<file path="src/rtl/fifo_uart_tx.sv">
// Pulls bytes from a normal-mode FIFO read port and sends each one as a UART frame on txd.
// The frame is a start bit, 8 data bits LSB first, an optional parity bit and 1-2 stop bits.
module fifo_uart_tx #(
    parameter int CLK_FREQ   = 50_000_000,
    parameter int BAUD       = 115200,
    parameter int BAUD_DIV   = CLK_FREQ / BAUD,
    parameter int PARITY_EN  = 0,
    parameter int PARITY_ODD = 0,
    parameter int STOP_BITS  = 1
) (
    input  logic       clk,
    input  logic       rst,
    input  logic       rdempty,
    input  logic [7:0] q,
    output logic       rdreq,
    output logic       txd,
    output logic       busy,
    output logic       tx_done
);

    localparam int BW = (BAUD_DIV > 1) ? $clog2(BAUD_DIV) : 1;
    localparam logic [BW-1:0] BAUD_LAST = BW'(BAUD_DIV - 1);
    localparam logic [2:0]    STOP_LAST = 3'(STOP_BITS - 1);

    typedef enum logic [2:0] {IDLE, REQ, LATCH, START, DATA, PARITY, STOP} state_t;

    state_t        state, state_n;
    logic [BW-1:0] baud_cnt, baud_cnt_n;
    logic [2:0]    bit_cnt, bit_cnt_n;
    logic [7:0]    shift, shift_n;
    logic          parity, parity_n;
    logic          txd_n;
    logic          bit_end;

    always_comb begin
        state_n    = state;
        baud_cnt_n = baud_cnt;
        bit_cnt_n  = bit_cnt;
        shift_n    = shift;
        parity_n   = parity;
        txd_n      = 1'b1;
        bit_end    = (baud_cnt == BAUD_LAST);

        if (state inside {START, DATA, PARITY, STOP})
            baud_cnt_n = bit_end ? '0 : baud_cnt + 1'b1;

        case (state)
            IDLE:   if (!rdempty) state_n = REQ;
            REQ:    state_n = LATCH;
            LATCH: begin
                shift_n    = q;
                parity_n   = (^q) ^ (PARITY_ODD != 0);
                baud_cnt_n = '0;
                bit_cnt_n  = '0;
                state_n    = START;
            end
            START:  if (bit_end) state_n = DATA;
            DATA: begin
                if (bit_end) begin
                    shift_n   = {1'b0, shift[7:1]};
                    // bit_cnt wraps 7 -> 0 here, so it arrives at PARITY/STOP already cleared
                    bit_cnt_n = bit_cnt + 3'd1;
                    if (bit_cnt == 3'd7)
                        state_n = (PARITY_EN != 0) ? PARITY : STOP;
                end
            end
            PARITY: if (bit_end) state_n = STOP;
            STOP: begin
                if (bit_end) begin
                    if (bit_cnt == STOP_LAST) begin
                        state_n   = IDLE;
                        bit_cnt_n = '0;
                    end else begin
                        bit_cnt_n = bit_cnt + 3'd1;
                    end
                end
            end
            default: state_n = IDLE;
        endcase

        // txd is registered from the next-state view so the line only changes on clock edges
        case (state_n)
            START:   txd_n = 1'b0;
            DATA:    txd_n = shift_n[0];
            PARITY:  txd_n = parity_n;
            default: txd_n = 1'b1;
        endcase
    end

    always_ff @(posedge clk) begin
        shift  <= shift_n;
        parity <= parity_n;
        if (rst) begin
            state    <= IDLE;
            baud_cnt <= '0;
            bit_cnt  <= '0;
            rdreq    <= 1'b0;
            txd      <= 1'b1;
            busy     <= 1'b0;
            tx_done  <= 1'b0;
        end else begin
            state    <= state_n;
            baud_cnt <= baud_cnt_n;
            bit_cnt  <= bit_cnt_n;
            rdreq    <= (state_n == REQ);
            txd      <= txd_n;
            busy     <= (state_n != IDLE);
            tx_done  <= (state == STOP) && (state_n == IDLE);
        end
    end

endmodule

</file>
<file path="config.mk">
export PLATFORM = sky130hd
export DESIGN_NAME = fifo_uart_tx
export DESIGN_NICKNAME = d
export VERILOG_FILES = /design/src/rtl/fifo_uart_tx.sv
export SDC_FILE = /design/constraint.sdc
export NUM_CORES = 1
export LEC_CHECK = 0
export CAP_MARGIN = 20
export CELL_PAD_IN_SITES_DETAIL_PLACEMENT = 0
export CELL_PAD_IN_SITES_GLOBAL_PLACEMENT = 1
export CORE_MARGIN = 2
export CORE_UTILIZATION = 40
export CTS_CLUSTER_DIAMETER = 40
export DETAILED_ROUTE_END_ITERATION = 16
export PLACE_DENSITY = 0.76
export RECOVER_POWER = 100
export SYNTH_ARGS = -nofsm -noshare
export SYNTH_HDL_FRONTEND = slang
export SYNTH_SLANG_ARGS = --single-unit
</file>
<file path="constraint.sdc">
create_clock -name clk -period 3.1 [get_ports clk]
set_clock_uncertainty 0.15 [all_clocks]
set_input_delay 0.62 -clock clk [delete_from_list [all_inputs] [get_ports clk]]
set_output_delay 0.62 -clock clk [all_outputs]
set_load 0.02 [all_outputs]
</file>
==> results of run 1 <==
[metal layers]
metal | wire (um) | global-route usage [%] | vias to the layer above
met3 | 114 | 3.13 | 2
li1 | - | - | 581
met5 | 0 | 0 | -
met4 | 19 | 3.91 | 0
met2 | 1340 | 26.2 | 19
met1 | 1370 | 20.3 | 517
[area by class of cell]
class | instances | area [um2]
multi-input combinational | 108 | 752
timing repair buffer | 14 | 140
clock inverter | 1 | 30.0
sequential | 28 | 631
clock buffer | 3 | 41.3
tap | 48 | 60.1
fill | 362 | 1940
inverter | 10 | 37.5
[stage by stage]
step / hold slack, ps / utilization (%) / setup slack, ps / power, mW
global placement: 309 / 45.1 / 844 / 0.539
floorplan: 276 / - / 1210 / 0.506
finish: 352 / 46.6 / 689 / 0.808
CTS: 336 / 47.1 / 906 / 0.826
detailed placement: 309 / 45.1 / 821 / 0.543
global route: 382 / 46.6 / 432 / 0.848
[power groups by stage]
stage / registers, mW / clock network (mW) / logic, mW
global route: 0.421 / 0.303 / 0.124
global placement: 0.427 / 0 / 0.112
detailed placement: 0.428 / 0 / 0.115
CTS: 0.420 / 0.291 / 0.115
floorplan: 0.423 / 0 / 0.0827
finish: 0.418 / 0.281 / 0.109
[flip-flops by register name, indices dropped and copies added (netlist names)]
register,cells
txd,1
tx_done,1
busy,1
parity,1
baud_cnt,9
state,3
bit_cnt,3
shift,8
rdreq,1
[cells in the mapped netlist, drive strengths merged, types with 2 or more instances]
cell and instances:
a22o 6, ha 5, or3 4, nor2 15
xnor2 11, buf 4, o2111ai 2, and2 3
nand2 5, xor2 2, a21oi 11, inv 10
dfxtp 21, nor4 2, edfxtp 7, a211oi 2
a2111oi 2, o21ai 5, nor3 3, nand3 10
[kinds of logic (layout without fill, tap and decap cells)]
logic type | after synthesis | after routing | share of synthesized area (%)
AO/OA/AOI/OAI | 37 | 37 | 18.4
adder cells (fa/ha/maj) | 5 | 5 | 4.19
XOR/XNOR | 13 | 13 | 7.63
AND/OR/NAND/NOR | 53 | 53 | 21.5
buffers and inverters | 16 | 28 | 6.12
flip-flops | 28 | 28 | 42.2
[how the worst min path moves through the flow]
| stage | slack (ps) | start | end |
|---|---|---|---|
| finish | 350 | bit_cnt[1] | bit_cnt[1] |
| global route | 380 | bit_cnt[0] | bit_cnt[0] |
| CTS | 340 | shift[0] | shift[0] |
| detailed placement | 310 | shift[0] | shift[0] |
| global placement | 310 | shift[0] | shift[0] |
| floorplan | 280 | shift[0] | shift[0] |
[worst min-delay path: cells and delay by family, from the launching register on]
family / cells / cell delay, ps
compound gates: 1 / 60
flops: 1 / 330
simple gates: 1 / 70
==> results.py, run 1 <==
metrics = {
    "timing": {
        "drv_slew": 0,
        "finalHoldViolCount": 0,
        "max_freq_mhz": 415,
        "finalSetupTns_ps": 0,
        "rsz0062_at_grt": "no",
        "worst_pin_slew_ps": 1030,
        "period_share_pct": 77.8,
        "period_needed_ps": 2410,
        "slew_headroom_pct": 30.3,
        "final-setup-viol-count": 0,
    },
    "global_routing": {
        "antenna_found_initial": 0,
        "grt_overflow_total": 0,
        "grt_max_degree": 17,
        "grt_first_pass_wirelength_um": 5080,
        "grt_pass1_vias": 1120,
        "grtUsageTotal_pct": 15.5,
    },
    "floorplanning": {
        "fp.dieW_um": 65.1,
        "fp.dieArea_um2": 4240,
        "die_y_um": 65.1,
        "initial_utilization_pct": 41.1,
        "io_pins": 15,
        "num_rows": 22,
        "core_um2": 3630,
    },
    "synth": {
        "syn-cell-area_um2": 1490,
        "ys_ff_latch": 28,
        "synth_edf_count": 7,
        "yosysTopAreaCell": "dfxtp_1",
        "syn-num-nets": 168,
        "async_flop_share_pct": 0,
        "synthCells": 152,
        "avgSynthCellArea_um2": 9.82,
        "synth_top_area_share_pct": 28.2,
        "ys_warn_count": 0,
        "seq_area_frac_synth_pct": 42.2,
        "synthFlopType": "dfxtp_1",
        "ys_types": 47,
        "synth.area.top_cells": "dfxtp_1, edfxtp_1, xnor2_1",
    },
    "min_path": {
        "whs_path_depth": 2,
        "min_path_type": "flop to flop",
    },
    "detailed_routing": {
        "final_antenna_net_count": 0,
        "drc": 0,
        "wirelength_um": 2840,
        "dr.pass1.iters": 4,
        "vias_per_cell": 5.28,
        "drtIter0Drc": 42,
        "wl_per_cell_um": 13.4,
        "num_vias": 1119,
    },
    "worst_setup_path": {
        "arrival_ps": 2430,
        "cpPeakStageDelay_ps": 500,
        "rr_startpoint": "baud_cnt[0]",
        "r2r_end": "txd",
        "r2r_slack_ps": 690,
        "path_max_fanout": 8,
        "r2r_cells": 6,
        "critPathKind": "flop to flop",
        "endpoint": "txd",
        "cp-end-kind": "flop",
        "path_delay_family": "compound AO/OA/AOI/OAI gates",
        "crit_chain": "ha_1, nand4b_1, o2111a_1, a311oi_1, a31oi_1, o31a_1",
        "cp.depth": 6,
        "slowest_stage": "a311oi_1",
        "cp.required_ps": 3120,
        "worst_setup_path_start_kind": "flop",
        "worstSetupStartpoint": "baud_cnt[0]",
        "cp_num_buf_inv": 0,
    },
    "cts": {
        "htreeDepth": 1,
        "cts.sinks": 28,
        "cts.clk_slew.worst_paths_ps": 90,
        "clock_latency_ps": 270,
        "ctsHoldBuffers": 0,
        "cts_root_buf": "clkbuf_8",
        "ctsResizeCount": 0,
        "cts_buffers": 3,
        "clk_path_buf_depth": 2,
        "cts_tree": "yes",
        "cts_setup_buffers": 0,
    },
    "layout": {
        "final_area_um2": 1690,
        "diodes": 0,
        "layout_commonest_cell": "dfxtp_1",
        "final_cell_mix": "dfxtp_1, nor2_1, xnor2_1, a21oi_1",
        "area_growth_pct": 13.3,
        "drive_gt1_share_pct": 6.71,
        "finalNonFillerCells": 212,
        "final_nets": 181,
    },
    "pwr": {
        "power.leakage_nw": 0.561,
        "p_seq_share_pct": 51.8,
        "switching_share_pct": 22.7,
        "p_switching_mw": 0.184,
        "p_per_area_nw_per_um2": 478,
        "pwr-share-comb_pct": 13.5,
        "clkPwrFrac_pct": 34.8,
        "ir_drop_mv": 0.285,
        "p_int_mw": 0.624,
    },
    "placed_design": {
        "dpl_cell_area_um2": 1640,
        "hpwl_um": 2160,
        "post-place-cells": 208,
        "numPortBuffers": 14,
        "globalplace.congestion": 0.755,
    },
    "status": {
        "status": "finished, final reports clean",
    },
    "run": {
        "cap_violations": 0,
    },
}
Power figures use the tool's default switching activity.
==> run 2, diff against run 1 <==
clock period = 2.4 ns   (was 3.1 ns; I/O delays follow)
==> run 2 against run 1 <==
  * Cell area increased by 1.6%
  * Sequential share of layout area is 0.57 points lower
  * Flip-flop and latch count unchanged
  * Worst setup slack worse by 400 ps
  * First-iteration DRC count down 33%
  * Non-clock buffer count rose by 5
  * Die area unchanged
  * Clock power rose by 29%
  * Fmax increased by 14%
  * Count of clock-buffer cells in the layout did not move
  * Critical path type unchanged
  * Largest cell class unchanged
  * Largest power group unchanged
  * Highest routed layer unchanged
==> results.py, run 2 (synthesis gave the netlist of run 1 again) <==
metrics = {
    "layout": {
        "final_cell_mix": "dfxtp_1, nor2_1, xnor2_1, a21oi_1",
        "area_growth_pct": 15.1,
        "layout_commonest_cell": "dfxtp_1",
        "final_nets": 186,
        "largest_reg_flops": 9,
        "diodes": 0,
        "drive_gt1_share_pct": 8.88,
        "top_register": "baud_cnt",
        "reg_top3": "baud_cnt (9), shift (8)",
    },
    "timing": {
        "final-setup-viol-count": 0,
        "period_share_pct": 87.8,
        "period_needed_ps": 2110,
        "drv_slew": 0,
        "finalSetupTns_ps": 0,
        "finalHoldViolCount": 0,
        "worst_pin_slew_ps": 639,
        "rsz0062_at_grt": "no",
        "slew_headroom_pct": 57.1,
        "timing.hold.ws_ps": 330,
        "max_freq_mhz": 475,
    },
    "worst_setup_path": {
        "cp.depth": 6,
        "worst_setup_path_start_kind": "flop",
        "path_delay_family": "compound AO/OA/AOI/OAI gates",
        "cp.required_ps": 2420,
        "arrival_ps": 2130,
        "r2r_slack_ps": 290,
        "critPathKind": "flop to flop",
        "path_max_fanout": 8,
        "slowest_stage": "o41a_1",
        "cpPeakStageDelay_ps": 450,
        "r2r_end": "txd",
        "cp_num_buf_inv": 0,
        "crit_chain": "ha_1, nand4b_2, o41a_1, a221oi_1, a31oi_1, o31a_1",
        "r2r_cells": 6,
        "cp-end-kind": "flop",
        "rr_startpoint": "baud_cnt[0]",
    },
    "pwr": {
        "ir_drop_mv": 0.259,
        "p_per_area_nw_per_um2": 611,
        "power.leakage_nw": 0.600,
    },
    "placed_design": {
        "numPortBuffers": 14,
        "hpwl_um": 2400,
        "globalplace.congestion": 0.738,
    },
    "run": {
        "cap_violations": 0,
    },
    "global_routing": {
        "grtUsageTotal_pct": 16.7,
        "antenna_found_initial": 0,
        "grt_overflow_total": 0,
        "grt_max_degree": 17,
        "grt_pass1_vias": 1202,
        "grt_first_pass_wirelength_um": 5500,
    },
    "detailed_routing": {
        "dr.pass1.iters": 5,
        "vias_per_cell": 5.47,
        "num_vias": 1186,
        "drtIter0Drc": 28,
        "wl_per_cell_um": 14.4,
        "final_antenna_net_count": 0,
        "wirelength_um": 3120,
        "drc": 0,
    },
    "floorplanning": {
        "die_y_um": 65.1,
        "fp.dieW_um": 65.1,
        "fp.dieArea_um2": 4240,
        "io_pins": 15,
        "initial_utilization_pct": 41.1,
        "num_rows": 22,
        "core_um2": 3630,
    },
    "cts": {
        "htreeDepth": 1,
        "ctsResizeCount": 0,
        "ctsHoldBuffers": 0,
        "cts_tree": "yes",
        "clk_path_buf_depth": 2,
        "cts_setup_buffers": 0,
        "cts.clk_slew.worst_paths_ps": 90,
        "cts.sinks": 28,
        "cts_root_buf": "clkbuf_8",
        "cts_buffers": 3,
        "clock_latency_ps": 270,
    },
    "min_path": {
        "whs_path_depth": 2,
        "min_from": "parity",
        "min_path_type": "flop to flop",
        "hold-path-endpoint": "parity",
    },
    "status": {
        "status": "finished, final reports clean",
    },
}
## run 2: cell types whose count changed in the layout (fill, tap and decap cells not counted), sizes merged
| cell | delta |
|---|---|
| buf | +4 |
| clkbuf | +1 |
## run 2: through the flow
| stage | worst slack [ps] | utilization [%] | instances | instance area [um2] | power, mW |
|---|---|---|---|---|---|
| 2_1_floorplan | 512 | - | 152 | 1490 | 0.653 |
| 3_3_place_gp | 292 | 46.1 | 213 | 1680 | 0.704 |
| 3_5_place_dp | 275 | 46.1 | 213 | 1680 | 0.707 |
| 4_1_cts | 315 | 48.1 | 217 | 1750 | 1.07 |
| 5_1_grt | 132 | 47.3 | 217 | 1720 | 1.10 |
| 6_report | 293 | 47.3 | 217 | 1720 | 1.05 |
## run 2: worst max-delay path by stage
stage,endpoint,from
2_1_floorplan,txd,baud_cnt[0]
3_3_place_gp,txd,q[6]
3_5_place_dp,txd,q[5]
4_1_cts,txd,baud_cnt[0]
5_1_grt,baud_cnt[5],state[2]
6_report,txd,baud_cnt[0]
## run 2: area by class of cell
cell class | count | area (um2)
fill | 379 | 1920
multi-input combinational | 108 | 744
sequential | 28 | 631
timing repair buffer | 19 | 174
tap | 48 | 60.1
clock buffer | 3 | 41.3
inverter | 10 | 37.5
clock inverter | 1 | 30.0
## run 2: tightest hold or removal path: stages (launching register included)
cell     delay [ps]
dfxtp_1         320
nand2_1          40
o21ai_0          90
## run 2: report_power, final
group	leakage, nW	total, mW	switching [mW]	internal [mW]
clock	0.0357	0.362	0.139	0.223
combinational	0.328	0.153	0.0819	0.0715
sequential	0.236	0.534	0.0157	0.518
## run 2: routing by layer
| metal | global-route usage [%] | part of all wire, % | vias to the layer above | wire, um |
|---|---|---|---|---|
| met5 | 0 | 0 | - | 0 |
| li1 | - | - | 590 | - |
| met2 | 28.9 | 50 | 21 | 1550 |
| met4 | 5.47 | 1.2 | 0 | 39 |
| met1 | 21.4 | 47 | 567 | 1460 |
| met3 | 2.60 | 2.3 | 8 | 72 |
==> run 3, diff against run 2 <==
CORE_MARGIN = 8   (was 2)
GPL_ROUTABILITY_DRIVEN = 0   (was not set)
==> run 3 against run 2 <==
  * Power fell by 2.8%
  * Core utilization increased by 0.59 points
  * Flip-flop and latch count did not move
  * Count of clock-buffer cells in the layout rose by 1
  * Final cell count increased by 0.92%
  * Fmax rose by 0.94%
  * Combinational power hardly changed
  * Critical path depth is the same
  * Critical path type unchanged
==> results.py, run 3 (synthesis gave the netlist of run 1 again) <==
metrics = {
    "detailed_routing": {
        "vias_per_cell": 5.29,
        "num_vias": 1158,
        "dr.pass1.iters": 4,
        "wirelength_um": 3040,
        "final_antenna_net_count": 0,
        "wl_per_cell_um": 13.9,
        "drc": 0,
        "drtIter0Drc": 58,
    },
    "worst_setup_path": {
        "cp_num_buf_inv": 0,
        "path_max_fanout": 4,
        "slowest_stage": "o41a_1",
        "worstSetupStartpoint": "baud_cnt[0]",
        "cp-end-kind": "flop",
        "critPathKind": "flop to flop",
        "worst_setup_path_start_kind": "flop",
        "crit_chain": "ha_1, nand4b_2, o41a_1, a221oi_1, a31oi_1, o31a_1",
        "path_delay_family": "compound AO/OA/AOI/OAI gates",
        "arrival_ps": 2120,
        "cp.required_ps": 2430,
        "cpPeakStageDelay_ps": 430,
        "rr_startpoint": "baud_cnt[0]",
    },
    "layout": {
        "reg_top3": "baud_cnt (9), shift (8)",
        "final_cell_mix": "dfxtp_1, nor2_1, xnor2_1, a21oi_1",
        "layout_commonest_cell": "dfxtp_1",
        "largest_reg_flops": 9,
        "top_register": "baud_cnt",
        "drive_gt1_share_pct": 9.94,
        "diodes": 0,
        "area_growth_pct": 16.5,
        "finish.utilization_pct": 47.9,
        "final_nets": 188,
    },
    "min_path": {
        "min_path_type": "flop to flop",
        "min_from": "shift[0]",
    },
    "run": {
        "cap_violations": 0,
    },
    "floorplanning": {
        "core_um2": 3630,
        "fp.dieArea_um2": 5940,
        "die_y_um": 77.1,
        "io_pins": 15,
        "num_rows": 22,
        "fp.dieW_um": 77.1,
        "initial_utilization_pct": 41.1,
    },
    "global_routing": {
        "grt_overflow_total": 0,
        "grtUsageTotal_pct": 10.7,
        "antenna_found_initial": 0,
        "grt_max_degree": 17,
        "grt_first_pass_wirelength_um": 5390,
        "grt_pass1_vias": 1149,
    },
    "timing": {
        "drv_slew": 0,
        "period_needed_ps": 2090,
        "finalHoldViolCount": 0,
        "max_freq_mhz": 479,
        "final-setup-viol-count": 0,
        "period_share_pct": 87.0,
        "worst_pin_slew_ps": 632,
        "finalSetupTns_ps": 0,
        "timing.hold.ws_ps": 335,
        "slew_headroom_pct": 57.6,
        "rsz0062_at_grt": "no",
    },
    "cts": {
        "cts.clk_slew.worst_paths_ps": 100,
        "cts_tree": "yes",
        "clock_latency_ps": 280,
        "ctsResizeCount": 0,
        "cts.sinks": 28,
        "cts_setup_buffers": 0,
        "htreeDepth": 1,
        "clk_path_buf_depth": 2,
        "cts_buffers": 3,
        "ctsHoldBuffers": 0,
        "cts_root_buf": "clkbuf_8",
    },
    "status": {
        "status": "finished, final reports clean",
    },
    "pwr": {
        "power.leakage_nw": 0.606,
        "p_per_area_nw_per_um2": 587,
        "ir_drop_mv": 0.388,
    },
    "placed_design": {
        "hpwl_um": 2330,
        "numPortBuffers": 14,
    },
}
-- run 3: changes by cell type in the layout (fill, tap and decap cells not counted) --
cell,delta
buf_4,+1
bufinv_16,-1
clkbuf_1,+1
clkbuf_16,+1
nor4_1,-1
nor4_4,+1
-- run 3: final cells by class --
cell class	count	area, um2
Fill cell	371	1890
Clock buffer	4	66.3
Tap cell	48	60.1
Inverter	10	37.5
Sequential cell	28	631
Timing Repair Buffer	21	185
Multi-Input combinational cell	108	759
-- run 3: worst min-delay path, delay by kind of cell, from the launching register on --
kind,cells,cell delay [ps]
AOI/OAI and AO/OA,1,90
buffers and inverters,1,50
DFF,1,320
-- run 3: layer usage --
metal	global-route usage [%]	part of all wire (%)
met4	1.70	0.43
met5	0	0
met3	2.80	3.9
met2	17.8	48
met1	13.7	48
-- run 3: where the power goes --
part	switching [mW]	internal, mW	leakage [nW]
Clock	0.151	0.182	0.0339
Sequential	0.0149	0.518	0.236
Combinational	0.0832	0.0716	0.336
Total	0.249	0.772	0.606
-- run 3: final timing paths --
path	endpoint	slack, ps	cells after the start
max	txd	310	6
min	shift[0]	340	2
max reg2reg	txd	310	6
min reg2reg	shift[0]	340	2
-- run 3: through the flow --
step	worst slack (ps)	power (mW)	instances	area (um2)
final	313	1.02	219	1740
after global routing	173	1.07	219	1740
after CTS	368	1.04	219	1760
after detailed placement	292	0.706	215	1690
after global placement	318	0.703	215	1690
after floorplan	512	0.653	152	1490
==> variant, RTL diff (config.mk and constraints of run 2) <==
Set the parameter `CLK_FREQ` to 100_000_000 (it was 50_000_000).
--- a/src/rtl/fifo_uart_tx.sv
+++ b/src/rtl/fifo_uart_tx.sv
@@ -3,3 +3,3 @@
 module fifo_uart_tx #(
-    parameter int CLK_FREQ   = 50_000_000,
+    parameter int CLK_FREQ   = 100_000_000,
     parameter int BAUD       = 115200,
Check against the original RTL: same outputs for any inputs over 10 cycles, from zero or initial values and one cycle with rst high; that may be too few to reach the edited logic, so the function may still have changed.
==> variant against run 2 <==
- wire length fell by 9.5%
- setup slack worse by 0.087 ns
- critical path type unchanged
- total power up 19%
- cell area up 4.2%
- synthesized area fell by 1.5%
- final cell count rose by 0.92%
- via count fell by 4.0%
- sequential cell count grew 1
- largest power group unchanged
- largest cell class unchanged
==> variant: results <==
{
  "avgSynthCellArea_um2": 9.74,
  "critical_path_arrival_ns": 2.22,
  "final_hold_slack_ns": 0.334,
  "cts_inserted_buffers": 5,
  "slew_headroom_pct": 70.7,
  "place_area_um2": 1670,
  "family_of_cells_with_the_greatest_summed_delay_on_the_critical_path": "simple AND/OR/NAND/NOR gates",
  "via_count": 1138,
  "outcome": "complete, no violations",
  "place_congestion": 0.804,
  "netlist_top_cells_count": "sky130_fd_sc_hd__dfxtp_1 (22), sky130_fd_sc_hd__nor2_1 (14), sky130_fd_sc_hd__nand2_1 (13), sky130_fd_sc_hd__xnor2_1 (9)",
  "grt_usage_pct": 15.0,
  "netSwitchingFraction_pct": 23.6,
  "drive_gt1_share_pct": 11.1,
  "drt_pass1_iterations": 4,
  "synth_fp_nets": 166,
  "port_buffers": 14,
  "synthDistinctLibCells": 44,
  "critical_path.max_fanout": 6,
  "grt_max_degree": 14,
  "p_seq_w": 0.000569,
  "routed_wirelength_mm": 2.83,
  "design.final.nets": 185,
  "startpoint": "baud_cnt[0]$_SDFFE_PP0P_",
  "worst_case_hold_path_end_point": "parity$_DFF_P_",
  "number_of_flops_mapped_to_enable_cells_by_yosys": 7,
  "cts.root.buffer_cell": "sky130_fd_sc_hd__clkbuf_8",
  "setup.worst_path.end": "txd$_SDFF_PP1_",
  "leakage_nw": 0.645,
  "slowest_delay_ns": 0.52,
  "post-dp-hpwl_mm": 2.09,
  "reg2reg_slack_ns": 0.21,
  "cts-htree-levels": 2,
  "numPlacedInstances": 210,
  "vdd.ir_drop.worst_mv": 0.417,
  "synth.yosys.seq_area_share_pct": 44.3,
  "ys_top_cells_by_area": "sky130_fd_sc_hd__dfxtp_1 (30%), sky130_fd_sc_hd__edfxtp_1 (14%), sky130_fd_sc_hd__xnor2_1 (5.4%)",
  "asyncSetResetFlopFracSynth_pct": 0,
  "hold_path.startpoint": "parity$_DFF_P_",
  "clkTransAtPathRegs_ns": 0.07,
  "power.clock.fraction_pct": 41.8,
  "dp_slack_ns": 0.148,
  "grt_first_pass_wirelength_mm": 4.77,
  "top_regs": "baud_cnt: 10 flops, shift: 8 flops",
  "detailedRoute.firstIterationViolations": 33,
  "timing.fmax_mhz": 456,
  "net-switching-power_w": 0.000296,
  "critPathSlowestCell": "sky130_fd_sc_hd__or3_1",
  "post_drt_wl_per_cell_um": 12.9,
  "ctsLongestPathBuffers": 2
}
-- variant: repair_timing --
action,4_1_cts,5_1_grt
gates resized for setup,0,0
setup endpoints to repair,0,2
buffers inserted,0,1
-- variant: metal layers --
| layer | routed length [µm] | share of wire, % | up-vias | track usage (%) |
|---|---|---|---|---|
| met2 | 1360 | 48 | 19 | 26.4 |
| met3 | 122 | 4.3 | 4 | 5.21 |
| met4 | 36 | 1.3 | 0 | 6.38 |
| met5 | 0 | 0 | - | 0 |
| met1 | 1310 | 46 | 531 | 16.4 |
| li1 | - | - | 584 | - |
-- variant: cells by family after synthesis --
family,after synthesis,synth area share [%]
compound gates,25,13.5
xor+xnor,16,9.53
fa+ha+maj,4,3.40
buf+inv,11,2.81
flops,29,44.3
mux,3,2.04
simple gates,63,24.4
-- variant: cell type report --
type | count | area, µm²
timing repair buffer | 19 | 166
clock inverter | 2 | 37.5
multi-input combinational | 111 | 778
tap | 48 | 60.1
sequential | 29 | 651
clock buffer | 6 | 82.6
fill | 344 | 1820
inverter | 4 | 15.0
